$ cat src/rtl/stepper_seq_ctrl_if.sv
// stepper_seq_ctrl_if
//   Command/status bundle between the motion-control logic (master) and the
//   stepper sequencer (slave).
//   master drives: cmd_valid, cmd_steps, cmd_dir, cmd_mode, step_period,
//                  hold_en, abort
//   slave drives:  cmd_ready, coil, busy, done, aborted, position
interface stepper_seq_ctrl_if #(
    parameter int DIV_W = 16,
    parameter int CNT_W = 16,
    parameter int POS_W = 24
);
    logic             cmd_valid;
    logic             cmd_ready;
    logic [CNT_W-1:0] cmd_steps;
    logic             cmd_dir;
    logic [1:0]       cmd_mode;
    logic [DIV_W-1:0] step_period;
    logic             hold_en;
    logic             abort;
    logic [3:0]       coil;
    logic             busy;
    logic             done;
    logic             aborted;
    logic [POS_W-1:0] position;

    modport master (
        output cmd_valid, cmd_steps, cmd_dir, cmd_mode, step_period,
               hold_en, abort,
        input  cmd_ready, coil, busy, done, aborted, position
    );

    modport slave (
        input  cmd_valid, cmd_steps, cmd_dir, cmd_mode, step_period,
               hold_en, abort,
        output cmd_ready, coil, busy, done, aborted, position
    );
endinterface

$ cat src/rtl/stepper_seq_ctrl.sv
// stepper_seq_ctrl
//   Command-driven 4-coil unipolar stepper sequencer. A move command (step
//   count, direction, drive mode, step period) is accepted over valid/ready
//   while idle, then one step is issued every step_period clocks. Supports
//   wave, full-step and half-step drive and tracks a signed position.
// Ports
//   clk  : clock
//   rst  : asynchronous active-high reset
//   bus  : stepper_seq_ctrl_if.slave
//          cmd_valid/cmd_ready handshake, cmd_steps, cmd_dir (0 fwd, 1 rev),
//          cmd_mode (00 wave, 01 full, 1x half), step_period (0 acts as 1),
//          hold_en, abort; outputs coil (registered), busy, done (1-cycle
//          pulse), aborted (valid with done), position (two's complement).
module stepper_seq_ctrl #(
    parameter int DIV_W = 16,
    parameter int CNT_W = 16,
    parameter int POS_W = 24
) (
    input  logic                clk,
    input  logic                rst,
    stepper_seq_ctrl_if.slave   bus
);

    typedef enum logic [1:0] {
        IDLE = 2'd0,
        RUN  = 2'd1,
        DONE = 2'd2
    } state_t;

    state_t           state;
    state_t           state_nxt;

    logic [CNT_W-1:0] remaining;
    logic [DIV_W-1:0] tick;
    logic [DIV_W-1:0] period_m1;
    logic             dir_q;
    logic             half_q;
    logic [2:0]       idx;
    logic [2:0]       idx_step;
    logic [3:0]       coil_q;
    logic [3:0]       last_pat;
    logic [POS_W-1:0] pos_q;
    logic             aborted_q;

    logic             accept;
    logic             step;

    // Phase table: 1000 1100 0100 0110 0010 0011 0001 1001
    function automatic logic [3:0] phase_pat(input logic [2:0] i);
        logic [3:0] p;
        unique case (i)
            3'd0:    p = 4'b1000;
            3'd1:    p = 4'b1100;
            3'd2:    p = 4'b0100;
            3'd3:    p = 4'b0110;
            3'd4:    p = 4'b0010;
            3'd5:    p = 4'b0011;
            3'd6:    p = 4'b0001;
            default: p = 4'b1001;
        endcase
        return p;
    endfunction

    // Wave uses even (single-coil) entries, full uses odd (two-coil) entries.
    function automatic logic [2:0] align_idx(input logic [2:0] i,
                                             input logic [1:0] mode);
        logic [2:0] a;
        unique case (mode)
            2'b00:   a = {i[2:1], 1'b0};
            2'b01:   a = {i[2:1], 1'b1};
            default: a = i;
        endcase
        return a;
    endfunction

    assign accept = (state == IDLE) && bus.cmd_valid;
    // abort takes priority over a step due on the same edge
    assign step   = (state == RUN) && !bus.abort && (tick == period_m1);

    always_comb begin
        logic [2:0] inc;
        inc = half_q ? 3'd1 : 3'd2;
        idx_step = dir_q ? (idx - inc) : (idx + inc);
    end

    // State register
    always_ff @(posedge clk or posedge rst) begin
        if (rst) begin
            state <= IDLE;
        end else begin
            state <= state_nxt;
        end
    end

    // Next-state logic
    always_comb begin
        state_nxt = state;
        unique case (state)
            IDLE: begin
                if (bus.cmd_valid) begin
                    state_nxt = (bus.cmd_steps == '0) ? DONE : RUN;
                end
            end
            RUN: begin
                if (bus.abort) begin
                    state_nxt = DONE;
                end else if (step && (remaining == CNT_W'(1))) begin
                    state_nxt = DONE;
                end
            end
            DONE:    state_nxt = IDLE;
            default: state_nxt = IDLE;
        endcase
    end

    // State-decoded outputs
    always_comb begin
        bus.cmd_ready = 1'b0;
        bus.busy      = 1'b0;
        bus.done      = 1'b0;
        unique case (state)
            IDLE:    bus.cmd_ready = 1'b1;
            RUN:     bus.busy      = 1'b1;
            DONE:    bus.done      = 1'b1;
            default: ;
        endcase
    end

    // Move datapath: command latch, step timer, phase index, position, coils
    always_ff @(posedge clk or posedge rst) begin
        if (rst) begin
            remaining <= '0;
            tick      <= '0;
            period_m1 <= '0;
            dir_q     <= 1'b0;
            half_q    <= 1'b0;
            idx       <= '0;
            coil_q    <= '0;
            last_pat  <= '0;
            pos_q     <= '0;
            aborted_q <= 1'b0;
        end else begin
            if (accept) begin
                remaining <= bus.cmd_steps;
                dir_q     <= bus.cmd_dir;
                half_q    <= bus.cmd_mode[1];
                period_m1 <= (bus.step_period == '0) ? '0
                                                     : bus.step_period - DIV_W'(1);
                tick      <= '0;
                idx       <= align_idx(idx, bus.cmd_mode);
                aborted_q <= 1'b0;
            end

            if (state == RUN) begin
                if (bus.abort) begin
                    aborted_q <= 1'b1;
                end
                if (step) begin
                    tick      <= '0;
                    idx       <= idx_step;
                    coil_q    <= phase_pat(idx_step);
                    last_pat  <= phase_pat(idx_step);
                    remaining <= remaining - CNT_W'(1);
                    pos_q     <= dir_q ? (pos_q - POS_W'(1)) : (pos_q + POS_W'(1));
                end else begin
                    tick <= tick + DIV_W'(1);
                end
            end else begin
                // Outside RUN the coils follow hold_en every cycle
                coil_q <= bus.hold_en ? last_pat : '0;
            end
        end
    end

    assign bus.coil     = coil_q;
    assign bus.aborted  = aborted_q;
    assign bus.position = pos_q;

endmodule

$ cat src/flat_wrapper.sv
// flat-port wrapper written by rule: the top's interface ports become plain ports
module stepper_seq_ctrl_flat 
#(
    parameter int DIV_W = 16,
    parameter int CNT_W = 16,
    parameter int POS_W = 24
)
  (clk, rst, bus_cmd_valid, bus_cmd_steps, bus_cmd_dir, bus_cmd_mode, bus_step_period, bus_hold_en, bus_abort, bus_cmd_ready, bus_coil, bus_busy, bus_done, bus_aborted, bus_position);
  stepper_seq_ctrl_if #(.DIV_W(DIV_W), .CNT_W(CNT_W), .POS_W(POS_W)) bus_i ();
  input  logic clk;
  input  logic rst;
  input wire logic [$bits(bus_i.cmd_valid)-1:0] bus_cmd_valid;
  input wire logic [$bits(bus_i.cmd_steps)-1:0] bus_cmd_steps;
  input wire logic [$bits(bus_i.cmd_dir)-1:0] bus_cmd_dir;
  input wire logic [$bits(bus_i.cmd_mode)-1:0] bus_cmd_mode;
  input wire logic [$bits(bus_i.step_period)-1:0] bus_step_period;
  input wire logic [$bits(bus_i.hold_en)-1:0] bus_hold_en;
  input wire logic [$bits(bus_i.abort)-1:0] bus_abort;
  output wire logic [$bits(bus_i.cmd_ready)-1:0] bus_cmd_ready;
  output wire logic [$bits(bus_i.coil)-1:0] bus_coil;
  output wire logic [$bits(bus_i.busy)-1:0] bus_busy;
  output wire logic [$bits(bus_i.done)-1:0] bus_done;
  output wire logic [$bits(bus_i.aborted)-1:0] bus_aborted;
  output wire logic [$bits(bus_i.position)-1:0] bus_position;
  assign bus_i.cmd_valid = bus_cmd_valid;
  assign bus_i.cmd_steps = bus_cmd_steps;
  assign bus_i.cmd_dir = bus_cmd_dir;
  assign bus_i.cmd_mode = bus_cmd_mode;
  assign bus_i.step_period = bus_step_period;
  assign bus_i.hold_en = bus_hold_en;
  assign bus_i.abort = bus_abort;
  assign bus_cmd_ready = bus_i.cmd_ready;
  assign bus_coil = bus_i.coil;
  assign bus_busy = bus_i.busy;
  assign bus_done = bus_i.done;
  assign bus_aborted = bus_i.aborted;
  assign bus_position = bus_i.position;
  stepper_seq_ctrl #(.DIV_W(DIV_W), .CNT_W(CNT_W), .POS_W(POS_W)) u_core (.clk(clk), .rst(rst), .bus(bus_i));
endmodule
$ cat config.mk
export PLATFORM = sky130hd
export DESIGN_NAME = stepper_seq_ctrl_flat
export DESIGN_NICKNAME = d
export VERILOG_FILES = /design/src/rtl/stepper_seq_ctrl_if.sv /design/src/rtl/stepper_seq_ctrl.sv /design/src/flat_wrapper.sv
export SDC_FILE = /design/constraint.sdc
export NUM_CORES = 1
export LEC_CHECK = 0
export ABC_AREA = 1
export ABC_CLOCK_PERIOD_IN_PS = 2490
export BUFFER_PORTS_ARGS = -buffer_cell sky130_fd_sc_hd__buf_2
export CAP_MARGIN = 20
export CELL_PAD_IN_SITES_DETAIL_PLACEMENT = 0
export CELL_PAD_IN_SITES_GLOBAL_PLACEMENT = 1
export CORE_UTILIZATION = 39
export DETAILED_ROUTE_END_ITERATION = 8
export PLACE_DENSITY_LB_ADDON = 0.12
export SLEW_MARGIN = 20
export SYNTH_ARGS = -nofsm -noshare
export SYNTH_HDL_FRONTEND = slang
export SYNTH_SLANG_ARGS = --single-unit
$ cat constraint.sdc
create_clock -name clk -period 2.49 [get_ports clk]
set_clock_uncertainty 0.05 [all_clocks]
set_input_delay 0.1245 -clock clk [delete_from_list [all_inputs] [get_ports clk]]
set_output_delay 0.1245 -clock clk [all_outputs]
set_load 0.02 [all_outputs]
==> results.md, run 1 <==
- The die is 131.9 µm wide.
- The first detailed-routing pass ran for 4 iterations.
- The number of hold violations in the final report is 0.
- In the synthesized netlist the async set-or-reset flop fraction comes to 100.0%.
- The cell seen most often among critical-path stages is sky130_fd_sc_hd__nand2_1.
- The placeable core region is 16520 µm².
- The number of gates given a new drive strength after cts is 0.
- The endpoint of the worst-slack reg-to-reg timing path is u_core.bus.position[11].
- The global placer's final weighted congestion is 0.8300.
- After the first detailed-routing iteration, the DRC count stood at 236.
- The mean instance size in the synthesized netlist is 6.694 µm².
- CTS placed an instance of sky130_fd_sc_hd__clkbuf_16 at the clock tree root.
- The top-area cell type share of the netlist area is 33.47%.
- After detailed routing, the number of vias per cell comes to 4.724.
- Summing all non-filler instances in the final layout gives an area of 7520 µm².
- Walking the worst path, the cells encountered are buf_12 -> ha_1 -> nand2_1 -> nor2_1 -> nand3_1 -> nand2_1 -> nand2_1 -> nand2_1 -> xor2_1 -> nand2_1 -> nand2_1.
- The synthesized design contains 0 enable-type register cells.
- The boundary pin count is 72.
- The path with the worst hold slack has its endpoint at u_core.dir_q.
- The repair_antennas step left the layout with diodes totalling 0.
- The cell count after placement is 1264.
- Synthesis handed over a netlist of 983 instances.
- The CTS tree is yes.
- Broken down by cell family, the worst path's largest delay share belongs to simple AND/OR/NAND/NOR gates.
- During synthesis, Yosys emitted a total of 0 warnings.
- The number of buffers inserted by post-CTS setup repair is 0.
- The setup slack of the worst register-to-register path is 0.30 ns.
- The largest fanout of any net on the critical path is 26.
- For this run, the leading register cell type out of synthesis is sky130_fd_sc_hd__dfrtp_1.
- The capturing element type of the critical path is a flop.
- The max-slew violation total from the final report came to 0.
- Across the run, the number of max-cap violations was 0.
- The summed instance area of the synthesized netlist is 6580 µm².
- After synthesis, the cell types taking the most area are sky130_fd_sc_hd__dfrtp_1 33%, sky130_fd_sc_hd__nand2_1 21%, sky130_fd_sc_hd__inv_1 7.5%.
- Counting both buffers and inverters, the worst setup path holds a total of 1.
- The synthesized design contains 88 register bits.
- Before CTS, the worst setup slack after placement is 0.2796 ns.
- The delay of the slowest cell on the worst path is 0.39 ns.
- The final cell count without fillers is 1284.
- The sum of overflow across all layers after global routing is 0.
- The worst path required time is 2.73 ns.
- Final hold analysis gives a worst-case slack of 0.006307 ns.
- The number of core rows is 47.
- The total clock buffers created by CTS is 9.
- The top cell type by total area after synthesis is sky130_fd_sc_hd__dfrtp_1.
- For this block, the routed nets add up to 17070 µm of wire.
- In the final timing run, aggregate negative setup slack is 0 ns.
- The number of DRC violations after detailed routing is 0.
- The netlist uses 31 different library cells.
- The number of cells on the worst hold path is 3.
- The wire-length estimate of the detail-placed layout is 13170 µm.
- The post-place instance area is 7151 µm².
- Synthesis produced a netlist with a net count of 1053.
- The initial utilization of the core area, before any placement, comes to 39.82%.
- The run finished with clean final reports.
- The path depth of the worst reg2reg path is 11.
- The tree built by TritonCTS fans out to 88 sinks.
- The critical path is of the flop to flop type.
- Cells with a size suffix above 1 make up 11.09% of the layout.
- The later pin in the worst-skew pair is clocked with a latency of 0.35 ns.
- Setup repair after global routing left no endpoint under its margin.
- The number of cells on the critical path is 11.
- Subtracting the final worst setup slack from the clock period gives 2.190 ns.
- The worst hold path begins at bus_cmd_dir.
- The normalized max-slew margin is 67.10%.
- IR analysis of the VDD net gives a maximum drop of 0.4560 mV.
- Setup violations remaining at the end of the flow were counted as 0.
- The category of the worst setup path launch point is a flop.
- The worst min-delay path class is input pin to flop.
- The first global-routing pass estimated 29140 µm of wire.
- The count of nets after finishing is 1129.
- The upper clock frequency limit is 456.7 MHz.
- Entering global routing, the biggest net connects 66 pins.
- Of the available clock period, the critical path in the final layout requires 87.93%.
- The setup slack of the critical path after layout is 0.3004 ns.
- The number of global-route vias before repair is 5855.
- The total of buffers placed on input and output ports is 71.
- The startpoint identified for the worst register-to-register timing path is u_core.dir_q.
- Global routing used 20.98% of the available tracks.
- The area growth from synthesis to layout is 14.28%.
- Sequential cells were found to cover 33.47% of the synthesized design area.
- The detailed-route wire length per cell is 13.29 µm.
- The clock transition at the registers of the reported paths is 0.07 ns.
- Once detail routing completed, the nets flagged for antenna violations numbered 0.
- The static leakage power is 4.063 nW.
- The filler cells instantiated in the layout total 1737.
- The vias after detailed routing is 6065.
- At the pin with the least slew margin, the transition time is 0.4916 ns.
- The die covers 17400 µm².
- The die is 131.9 µm tall.
- The initial antenna violation count was 0.
- The data arrival time at the worst-slack endpoint is 2.43 ns.
- The longest clock path from root to sink contains 2 buffers.
- The total power divided by cell area is 879.5 nW/µm².
- The quantity of hold-fixing buffers added after cts is 3.
- The H-tree was split into 3 levels.
- Among all stages on the critical path, the largest delay is contributed by sky130_fd_sc_hd__dfrtp_1.
## power breakdown
part / total (mW) / switching, mW / internal [mW]
Clock: 1.55 / 0.613 / 0.934
Sequential: 2.07 / 0.286 / 1.79
Combinational: 2.99 / 1.89 / 1.10
Total: 6.61 / 2.79 / 3.83
## placed cells by master, fill, tap and decap left out, types with 3 or more instances in the layout
cell type                       count
sky130_fd_sc_hd__nor2_2             3
sky130_fd_sc_hd__nand2_1          368
sky130_fd_sc_hd__o21ai_1            6
sky130_fd_sc_hd__nor4_1             4
sky130_fd_sc_hd__buf_2             71
sky130_fd_sc_hd__xor2_1            39
sky130_fd_sc_hd__ha_1              28
sky130_fd_sc_hd__xnor2_1           18
sky130_fd_sc_hd__dlygate4sd3_1      3
sky130_fd_sc_hd__o22ai_1            7
sky130_fd_sc_hd__nand4_1           17
sky130_fd_sc_hd__dfrtp_1           88
sky130_fd_sc_hd__buf_4             11
sky130_fd_sc_hd__nor2_1            90
sky130_fd_sc_hd__a21oi_1           16
sky130_fd_sc_hd__clkbuf_16          9
sky130_fd_sc_hd__o21ai_0           51
sky130_fd_sc_hd__nor3_1            11
sky130_fd_sc_hd__nand3b_1           6
sky130_fd_sc_hd__nand3_1           58
sky130_fd_sc_hd__o21ai_2            6
sky130_fd_sc_hd__inv_1            130
## worst max-delay path by stage
stage	from	endpoint	slack, ns
finish	u_core.dir_q	u_core.bus.position[11]	0.30
detailed placement	u_core.dir_q	u_core.bus.position[23]	0.28
global placement	u_core.dir_q	u_core.bus.position[15]	0.27
CTS	u_core.dir_q	u_core.bus.position[23]	0.28
global route	u_core.dir_q	u_core.bus.position[11]	0.11
floorplan	rst	u_core.bus.aborted	0.04
## logic make-up (layout without fill, tap and decap cells)
group	after synthesis	in the layout	share of synthesized area, %
XOR/XNOR	57	57	7.587
flip-flops	88	88	33.47
buffers and inverters	155	236	10.29
adder cells (fa/ha/maj)	30	30	5.933
AO/OA/AOI/OAI	88	88	7.283
AND/OR/NAND/NOR	565	565	35.44
## sequential cells by signal, summed over array words and instances (netlist names)
signal	count
u_core.idx	3
u_core.remaining	16
u_core.last_pat	4
u_core.dir_q	1
u_core.period_m1	16
u_core.tick	16
u_core.bus.aborted	1
u_core.bus.coil	4
u_core.state	2
u_core.half_q	1
u_core.bus.position	24
## cell type report
| type | instances | area (µm²) | share of cell area (%) |
|---|---|---|---|
| Clock inverter | 5 | 78.83 | 1.048 |
| Sequential cell | 88 | 2202 | 29.28 |
| Timing Repair Buffer | 87 | 508.0 | 6.755 |
| Clock buffer | 11 | 252.7 | 3.361 |
| Multi-Input combinational cell | 740 | 3701 | 49.22 |
| Inverter | 133 | 501.7 | 6.672 |
| Tap cell | 220 | 275.3 | 3.661 |
## Yosys cell counts (16+ instances only)
master,count
sky130_fd_sc_hd__o21ai_0,51
sky130_fd_sc_hd__nand4_1,17
sky130_fd_sc_hd__a21oi_1,16
sky130_fd_sc_hd__ha_1,28
sky130_fd_sc_hd__xnor2_1,18
sky130_fd_sc_hd__nand2_1,368
sky130_fd_sc_hd__nor2_1,90
sky130_fd_sc_hd__dfrtp_1,88
sky130_fd_sc_hd__xor2_1,39
sky130_fd_sc_hd__nand3_1,58
sky130_fd_sc_hd__inv_1,131
## metal layers
layer  wire, µm  global-route usage, %  vias to the layer above  part of all wire (%)
li1           -                      -                     3234                     -
met1       8474                  28.01                     2731                    50
met2       8001                  35.51                       83                    47
met4        247                  6.589                        0                   1.4
met5          0                      0                        -                     0
met3        342                  2.307                       17                   2.0
## per-stage QoR
stage	total power, mW	util [%]
floorplan	4.309	-
global placement	5.118	43.27
detailed placement	5.106	43.27
CTS	6.686	45.46
global route	7.220	45.51
finish	6.614	45.51
## worst reg2reg max path, cell delays in order (launching register included)
cell	delay [ns]
sky130_fd_sc_hd__dfrtp_1	0.39
sky130_fd_sc_hd__buf_12	0.18
sky130_fd_sc_hd__ha_1	0.38
sky130_fd_sc_hd__nand2_1	0.12
sky130_fd_sc_hd__nor2_1	0.28
sky130_fd_sc_hd__nand3_1	0.11
sky130_fd_sc_hd__nand2_1	0.21
sky130_fd_sc_hd__nand2_1	0.08
sky130_fd_sc_hd__nand2_1	0.08
sky130_fd_sc_hd__xor2_1	0.14
sky130_fd_sc_hd__nand2_1	0.06
sky130_fd_sc_hd__nand2_1	0.06
No activity file was read; power rests on OpenSTA's default activity.
==> inputs of run 2 (changes only) <==
Settings changed: ABC_AREA 1 to unset, CORE_MARGIN set to 4, CORE_UTILIZATION 39 to 40.
==> run 2 against run 1 <==
  * First-iteration DRC count down 10%
  * Flip-flop and latch count unchanged
  * Power about the same
  * The flow now finishes with violations (setup timing)
  * Worst setup slack worse by 0.35 ns
  * Sequential share of layout area down 0.45 points
  * Maximum frequency down 14%
  * Count of clock-buffer cells in the layout down 1
  * Critical path depth down 2
  * Clock power down 12%
  * Via count down 11%
==> results.md, run 2 <==
- The initial antenna violation count is 0 (unchanged).
- The upper clock frequency limit was 393.3 MHz (was 456.7 MHz).
- The worst min-delay path class is input pin to flop (unchanged).
- The fraction of registers with async set/reset came to 100.0% (unchanged).
- The number of levels in the clock H-tree came to 3 (unchanged).
- The width of the die came to 128.2 µm (was 131.9 µm).
- The clock transition at the registers of the reported paths was 0.06 ns (was 0.07 ns).
- The iteration count of the initial detailed-routing pass is 4 (unchanged).
- The max-cap violation count is 0 (unchanged).
- The switching fraction of total power is 39.94% (was 42.16%).
- The largest net degree at the start of global routing is 54 (was 66).
- Run status: finished with violations (was completed).
- The worst-case clock buffer depth is 2 (unchanged).
- The power share of the sequential group is 31.5% (was 31.3%).
- The total clock buffers created by CTS is 9 (unchanged).
- The worst path required time is 2.67 ns (was 2.73 ns).
- The number of core rows is 43 (was 47).
- The data arrival time at the worst-slack endpoint was 2.72 ns (was 2.43 ns).
- The sequential-to-total area share from yosys stat was 38.12% (was 33.47%).
- The number of distinct library cells after synthesis is 60 (was 31).
- The number of global-route vias before repair was 5206 (was 5855).
- The maximum ir drop on the vdd rail was 0.4908 mV (was 0.4560 mV).
- The top-area cell type share of the netlist area is 38.12% (was 33.47%).
- The met2 usage in global routing came to 30.71% (was 35.51%).
- The clock root buffer is sky130_fd_sc_hd__clkbuf_16 (unchanged).
- The proportion of power drawn by the clock network was 20.7% (was 23.4%).
- The count of inserted antenna diode cells is 0 (unchanged).
- The synthesized netlist net count came to 728 (was 1053).
- The total die area is 16430 µm² (was 17400 µm²).
- The normalized max-slew margin came to 50.67% (was 67.10%).
- The flip-flop cell with the highest count after synthesis is sky130_fd_sc_hd__dfrtp_1 (unchanged).
- The power share of the combinational group is 47.7% (was 45.3%).
- The post-layout minimum cycle time is 2.543 ns (was 2.190 ns).
- The number of flip-flops in the largest register is 24 (unchanged).
- The summed instance area of the synthesized netlist came to 5777 µm² (was 6580 µm²).
- The share of layout cells above drive strength 1 is 29.89% (was 11.09%).
- Most area-consuming cells after synthesis: sky130_fd_sc_hd__dfrtp_1 38%, sky130_fd_sc_hd__ha_1 6.1%, sky130_fd_sc_hd__o21ai_0 5.7% (was sky130_fd_sc_hd__dfrtp_1 33%, sky130_fd_sc_hd__nand2_1 21%, sky130_fd_sc_hd__inv_1 7.5%).
- The largest fanout of any net on the critical path is 8 (was 26).
- Setup repair after global routing missed its margin: true (was false).
- The most common library cell in the layout ignoring fill and taps is sky130_fd_sc_hd__dfrtp_1 (was sky130_fd_sc_hd__nand2_1).
- The final clock period utilization by the worst path is 102.1% (was 87.93%).
- The iteration-0 DRC count of the detailed router is 212 (was 236).
- The setup slack of the critical path after layout was -0.05269 ns (was 0.3004 ns).
- The boundary pin count is 72 (unchanged).
- The global placer's final weighted congestion is 0.8563 (was 0.8300).
- Leading post-synthesis cells by instance count: 88 x sky130_fd_sc_hd__dfrtp_1, 85 x sky130_fd_sc_hd__nand2_1, 66 x sky130_fd_sc_hd__o21ai_0 (was 368 x sky130_fd_sc_hd__nand2_1, 131 x sky130_fd_sc_hd__inv_1, 90 x sky130_fd_sc_hd__nor2_1).
- The mean instance size in the synthesized netlist was 8.779 µm² (was 6.694 µm²).
- The max-slew violation total from the final report is 0 (unchanged).
- The category of the worst setup path launch point is a flop (unchanged).
- Commonest non-fill, non-tap cells in the layout: 87 x sky130_fd_sc_hd__dfrtp_1, 80 x sky130_fd_sc_hd__nand2_1, 71 x sky130_fd_sc_hd__buf_2 (was 368 x sky130_fd_sc_hd__nand2_1, 130 x sky130_fd_sc_hd__inv_1, 90 x sky130_fd_sc_hd__nor2_1).
- The total of buffers placed on input and output ports was 71 (unchanged).
- The detailed-route wire length per cell is 16.63 µm (was 13.29 µm).
- The layer carrying the most global-route usage is met2 (unchanged).
- The worst-skew pair later-pin latency was 0.35 ns (about the same).
- The count of nets after finishing was 861 (was 1129).
- The net switching component of the power is 2.641 mW (was 2.788 mW).
- The checks that failed: setup timing.
- The global-route met1 utilization is 28.83% (was 28.01%).
- The most numerous cell in the Yosys netlist is sky130_fd_sc_hd__dfrtp_1 (was sky130_fd_sc_hd__nand2_1).
- The capturing element type of the critical path was a flop (unchanged).
- The met3 routing resource usage after global routing is 2.875% (was 2.307%).
- The number of synthesis warnings came to 0 (unchanged).
- The total power divided by cell area is 864.4 nW/µm² (was 879.5 nW/µm²).
- The total of flip-flops plus latches after synthesis was 88 (unchanged).
- The CTS tree is yes (unchanged).
- The internal power component is 3.972 mW (was 3.825 mW).
- The static leakage power is 3.461 nW (was 4.063 nW).
- The final wirelength came to 16180 µm (was 17070 µm).
- The number of enable-type register cells in the synthesized netlist is 0 (unchanged).
- The utilization after layout came to 54.70% (was 45.51%).
- The floorplan die height came to 128.2 µm (was 131.9 µm).
- The sum of overflow across all layers after global routing is 0 (unchanged).
- The aggregate global-route resource usage was 19.85% (was 20.98%).
- The wire length of the first global-routing pass is 26380 µm (was 29140 µm).
- The category of the critical setup timing path is flop to flop (unchanged).
- The final setup violation count came to 1 (was 0).
- The final-layout fill cell count was 1297 (was 1737).
- The clock sink total came to 88 (unchanged).
- The hold slack is 0.02343 ns (was 0.006307 ns).
- The detailed placement HPWL is 11650 µm (was 13170 µm).
- The antenna violation net count after detailed routing is 0 (unchanged).
- The transition time of the tightest slew-check pin is 0.7373 ns (was 0.4916 ns).
- The number of hold violations in the final report came to 0 (unchanged).
- The layout overhead on the synthesized area is 32.45% (was 14.28%).
- The vias after detailed routing is 5399 (was 6065).
- The placeable core region was 13990 µm² (was 16520 µm²).
- The top cell type by total area after synthesis is sky130_fd_sc_hd__dfrtp_1 (unchanged).
- The number of DRC violations after detailed routing is 0 (unchanged).
- The initial core utilization is 41.30% (was 39.82%).
- The via count normalized by instance count was 5.549 (was 4.724).
- The post-synthesis instance total was 658 (was 983).
## run 2: cells by family (layout without fill, tap and decap cells)
| group | Yosys count | count (layout) | synth area share [%] |
|---|---|---|---|
| simple gates | 233 | 233 | 19.99 |
| mux | 6 | 6 | 1.105 |
| fa+ha+maj | 30 | 30 | 6.758 |
| xor+xnor | 53 | 53 | 8.035 |
| compound gates | 196 | 196 | 22.44 |
| flops | 88 | 88 | 38.12 |
| buf+inv | 52 | 187 | 3.552 |
## run 2: metal layers
layer | wire (µm) | vias to the layer above | share of wire [%]
met5 | 0 | - | 0
met4 | 209 | 0 | 1.3
met3 | 653 | 16 | 4.0
met2 | 7247 | 115 | 45
met1 | 8070 | 2607 | 50
li1 | - | 2661 | -
## run 2: worst paths after layout
check | start | end | slack, ns | cells after the start
hold / removal | bus_abort | u_core.bus.aborted | 0.02 | 2
hold reg to reg | u_core.state[1] | u_core.state[1] | 0.43 | 1
min in group asynchronous | rst | u_core.remaining[12] | 0.25 | 3
setup / recovery | u_core.dir_q | u_core.bus.position[18] | -0.05 | 9
max in group asynchronous | rst | u_core.dir_q | 1.48 | 4
setup reg to reg | u_core.dir_q | u_core.bus.position[18] | -0.05 | 9
## run 2: area by class of cell
| cell class | count | area, µm² | area share (%) |
|---|---|---|---|
| clock buffers | 10 | 239.0 | 3.123 |
| clock inverters | 3 | 43.79 | 0.5724 |
| inverters | 26 | 101.3 | 1.325 |
| multi-input cells | 518 | 3809 | 49.78 |
| flip-flops and latches | 88 | 2206 | 28.83 |
| well taps | 180 | 225.2 | 2.944 |
| repair buffers | 148 | 1027 | 13.43 |
## run 2: power groups by stage
stage	Combinational [mW]	Clock [mW]	Sequential (mW)
floorplan	1.70	0	2.07
global placement	2.58	0	2.09
detailed placement	2.64	0	2.11
CTS	2.84	1.40	2.07
global route	3.49	1.45	2.12
finish	3.16	1.37	2.09
## run 2: metrics by stage
step                setup WS (ns)  total power [mW]  std cells  cell area, µm²  setup TNS (ns)
floorplan                -0.01697             3.766        658            5782        -0.01697
global placement         -0.06347             4.679        943            6758        -0.07562
detailed placement        -0.1515             4.747        943            6758         -0.5460
CTS                      -0.03005             6.314        966            7267        -0.03005
global route              -0.1183             7.066        973            7651         -0.4855
finish                   -0.05269             6.613        973            7651        -0.05269
## run 2: repair_timing
| item | 4_1_cts | 5_1_grt |
|---|---|---|
| hold buffers | 5 | 0 |
| gates cloned | 0 | 0 |
| pin swaps | 5 | 22 |
| gates resized for setup | 29 | 62 |
| setup endpoints to repair | 12 | 19 |
| endpoints found under the hold margin | 16 | 0 |
| setup buffers | 5 | 7 |
## run 2: critical path: stages (launching register included)
cell and delay [ns]:
sky130_fd_sc_hd__dfrtp_4 0.56, sky130_fd_sc_hd__buf_4 0.18, sky130_fd_sc_hd__ha_4 0.23, sky130_fd_sc_hd__a21oi_2 0.17, sky130_fd_sc_hd__nor2b_4 0.18, sky130_fd_sc_hd__a211oi_2 0.08, sky130_fd_sc_hd__buf_4 0.17, sky130_fd_sc_hd__o31a_1 0.35
sky130_fd_sc_hd__a21o_1 0.18, sky130_fd_sc_hd__a221o_1 0.28
==> inputs of run 3 (changes only) <==
Settings changed: ABC_CLOCK_PERIOD_IN_PS 2490 to 2500, GPL_TIMING_DRIVEN set to 0.
Clock period 2.49 ns to 2.5 ns, I/O delays scaled along.
==> run 3 against run 2 <==
  * The run still ends with setup timing left
  * Critical path type unchanged
  * Clock power is 4% lower
  * Register-to-register slack hardly changed
  * Flip-flop and latch count stayed put
  * Utilization is 2.3 points lower
  * First-iteration DRC count is 110% higher
  * Sequential share of layout area is 1.3 points higher
  * Via count is 0.56% lower
  * Sequential power hardly changed
  * Cell count is 2.7% lower
  * Hold slack worse by 0.011 ns
  * Worst setup slack worse by 0.0064 ns
  * Largest power group unchanged
==> results.md, run 3 (same netlist as run 2, synthesis figures left out) <==
- The category of the critical setup timing path is flop to flop (unchanged).
- The normalized max-slew margin came to 46.89% (was 50.67%).
- Run status: finished with violations (unchanged).
- The endpoint of the worst-slack reg-to-reg timing path is u_core.bus.position[18] (unchanged).
- The clock root buffer is sky130_fd_sc_hd__clkbuf_16 (unchanged).
- The final wirelength is 16950 µm (was 16180 µm).
- The most common library cell in the layout ignoring fill and taps is sky130_fd_sc_hd__nand2_1 (was sky130_fd_sc_hd__dfrtp_1).
- The initial antenna violation count came to 0 (unchanged).
- The number of hold violations in the final report is 0 (unchanged).
- The upper clock frequency limit was 390.8 MHz (was 393.3 MHz).
- The worst min-delay path class is input pin to flop (unchanged).
- The overall power of the completed layout is 6.285 mW (was 6.613 mW).
- The reg-to-reg startpoint is u_core.dir_q (unchanged).
- The maximum ir drop on the vdd rail is 0.4324 mV (was 0.4908 mV).
- The number of flip-flops in the largest register is 24 (unchanged).
- The placeable core region is 13990 µm² (unchanged).
- The floorplan die height came to 128.2 µm (unchanged).
- The setup slack of the critical path after layout is -0.05907 ns (was -0.05269 ns).
- The sum of overflow across all layers after global routing is 0 (unchanged).
- The largest net degree at the start of global routing was 32 (was 54).
- The max-slew violation total from the final report was 0 (unchanged).
- The wire length of the first global-routing pass came to 27530 µm (was 26380 µm).
- The setup TNS after final layout is -0.1163 ns (was -0.05269 ns).
- The transition time of the tightest slew-check pin is 0.7937 ns (was 0.7373 ns).
- The largest fanout of any net on the critical path is 5 (was 8).
- The setup slack of the worst register-to-register path is -0.06 ns (was -0.05 ns).
- The area of all placed cells without fillers is 7333 µm² (was 7651 µm²).
- The utilization after layout is 52.42% (was 54.70%).
- The total of buffers placed on input and output ports was 71 (unchanged).
- The total power divided by cell area is 857.1 nW/µm² (was 864.4 nW/µm²).
- The data arrival time at the worst-slack endpoint is 2.80 ns (was 2.72 ns).
- The number of global-route vias before repair is 5228 (was 5206).
- The worst-case clock buffer depth is 2 (unchanged).
- The global-route met1 utilization is 31.21% (was 28.83%).
- The iteration-0 DRC count of the detailed router is 435 (was 212).
- The worst min-delay path endpoint is u_core.remaining[0] (was u_core.bus.aborted).
- The width of the die is 128.2 µm (unchanged).
- The post-layout minimum cycle time is 2.559 ns (was 2.543 ns).
- The worst path required time is 2.74 ns (was 2.67 ns).
- The met2 usage in global routing came to 31.21% (was 30.71%).
- The count of nets after finishing is 832 (was 861).
- The number of levels in the clock H-tree is 3 (unchanged).
- The CTS tree is yes (unchanged).
- The layer carrying the most global-route usage is met1 (was met2).
- The initial core utilization is 41.30% (unchanged).
- The number of cells on the worst hold path was 3 (was 2).
- The count of inserted antenna diode cells came to 0 (unchanged).
- The worst min-delay path startpoint is bus_cmd_steps[0] (was bus_abort).
- The post-place instance area is 6430 µm² (was 6758 µm²).
- The antenna violation net count after detailed routing is 0 (unchanged).
- The final clock period utilization by the worst path is 102.4% (was 102.1%).
- The boundary pin count was 72 (unchanged).
- The final setup violation count came to 4 (was 1).
- The layout overhead on the synthesized area is 26.94% (was 32.45%).
- The capturing element type of the critical path was a flop (unchanged).
- The met3 routing resource usage after global routing is 2.833% (was 2.875%).
- Setup repair after global routing missed its margin: true (unchanged).
- The clock sink total is 88 (unchanged).
- The category of the worst setup path launch point is a flop (unchanged).
- The share of layout cells above drive strength 1 came to 25.95% (was 29.89%).
- The max-cap violation count is 0 (unchanged).
- The detailed placement HPWL was 11970 µm (was 11650 µm).
- The vias after detailed routing came to 5369 (was 5399).
- The iteration count of the initial detailed-routing pass is 5 (was 4).
- The number of DRC violations after detailed routing was 0 (unchanged).
- The path depth of the worst reg2reg path is 8 (was 9).
- Commonest non-fill, non-tap cells in the layout: 84 x sky130_fd_sc_hd__nand2_1, 83 x sky130_fd_sc_hd__dfrtp_1, 74 x sky130_fd_sc_hd__buf_2 (was 87 x sky130_fd_sc_hd__dfrtp_1, 80 x sky130_fd_sc_hd__nand2_1, 71 x sky130_fd_sc_hd__buf_2).
- The number of core rows is 43 (unchanged).
- The via count normalized by instance count is 5.669 (was 5.549).
- The worst-skew pair later-pin latency was 0.35 ns (about the same).
- Violated checks: setup timing (unchanged).
- The total die area is 16430 µm² (unchanged).
- The detailed-route wire length per cell came to 17.89 µm (was 16.63 µm).
- The clock transition at the registers of the reported paths was 0.07 ns (was 0.06 ns).
- The global placer's final weighted congestion was 0.8640 (was 0.8563).
- The aggregate global-route resource usage is 20.90% (was 19.85%).
- The total clock buffers created by CTS is 9 (unchanged).
- The static leakage power is 3.275 nW (was 3.461 nW).
==> run 3: power by group <==
group	total, mW	leakage (nW)	switching [mW]	internal (mW)
logic	2.88	2.01	1.65	1.24
registers	2.09	1.13	0.331	1.76
clock network	1.31	0.136	0.610	0.701
==> run 3: what timing repair did <==
item,CTS,global route
hold endpoints to repair,39,0
setup endpoints to repair,49,58
pin swaps,9,12
setup buffers,15,10
resized for setup,43,60
hold buffers,4,0
==> run 3: cell type report <==
cell class / instances / area (µm²)
multi-input cells: 518 / 3752
flip-flops and latches: 88 / 2211
fillers: 1366 / 6655
clock inverters: 5 / 31.28
inverters: 26 / 106.4
well taps: 180 / 225.2
plain buffers: 18 / 100.1
clock buffers: 11 / 242.7
repair buffers: 101 / 664.4
==> run 3: worst max-delay path by stage <==
stage | start | endpoint | cells past startpoint
global route | u_core.dir_q | u_core.bus.position[18] | 8
floorplan | u_core.dir_q | u_core.bus.position[18] | 8
CTS | u_core.dir_q | u_core.bus.position[18] | 10
finish | u_core.dir_q | u_core.bus.position[18] | 8
global placement | u_core.dir_q | u_core.bus.position[18] | 8
detailed placement | u_core.dir_q | u_core.bus.position[18] | 8
==> run 3: per-layer routing <==
layer | up-vias | wire length [µm]
met1 | 2594 | 8298
met5 | - | 0
li1 | 2603 | -
met3 | 21 | 751
met4 | 0 | 310
met2 | 151 | 7586
==> run 3: worst max-delay path, cell delays in order, from the launching register on <==
cell and delay, ns:
sky130_fd_sc_hd__dfrtp_4 0.54, sky130_fd_sc_hd__ha_1 0.39, sky130_fd_sc_hd__a21oi_4 0.24, sky130_fd_sc_hd__nor2b_2 0.23
sky130_fd_sc_hd__a211oi_2 0.09, sky130_fd_sc_hd__buf_4 0.16, sky130_fd_sc_hd__o31a_1 0.29, sky130_fd_sc_hd__a2111oi_2 0.36
sky130_fd_sc_hd__a221o_1 0.16
==> run 3: stage by stage <==
stage               instances  hold WS [ns]  worst slack (ns)
floorplan                 658        0.1804         -0.006972
global placement          909        0.3045           -0.6292
detailed placement        912       0.05368           -0.6252
CTS                       939      0.002057          -0.08173
global route              947       0.04020           -0.1711
finish                    947       0.01226          -0.05907
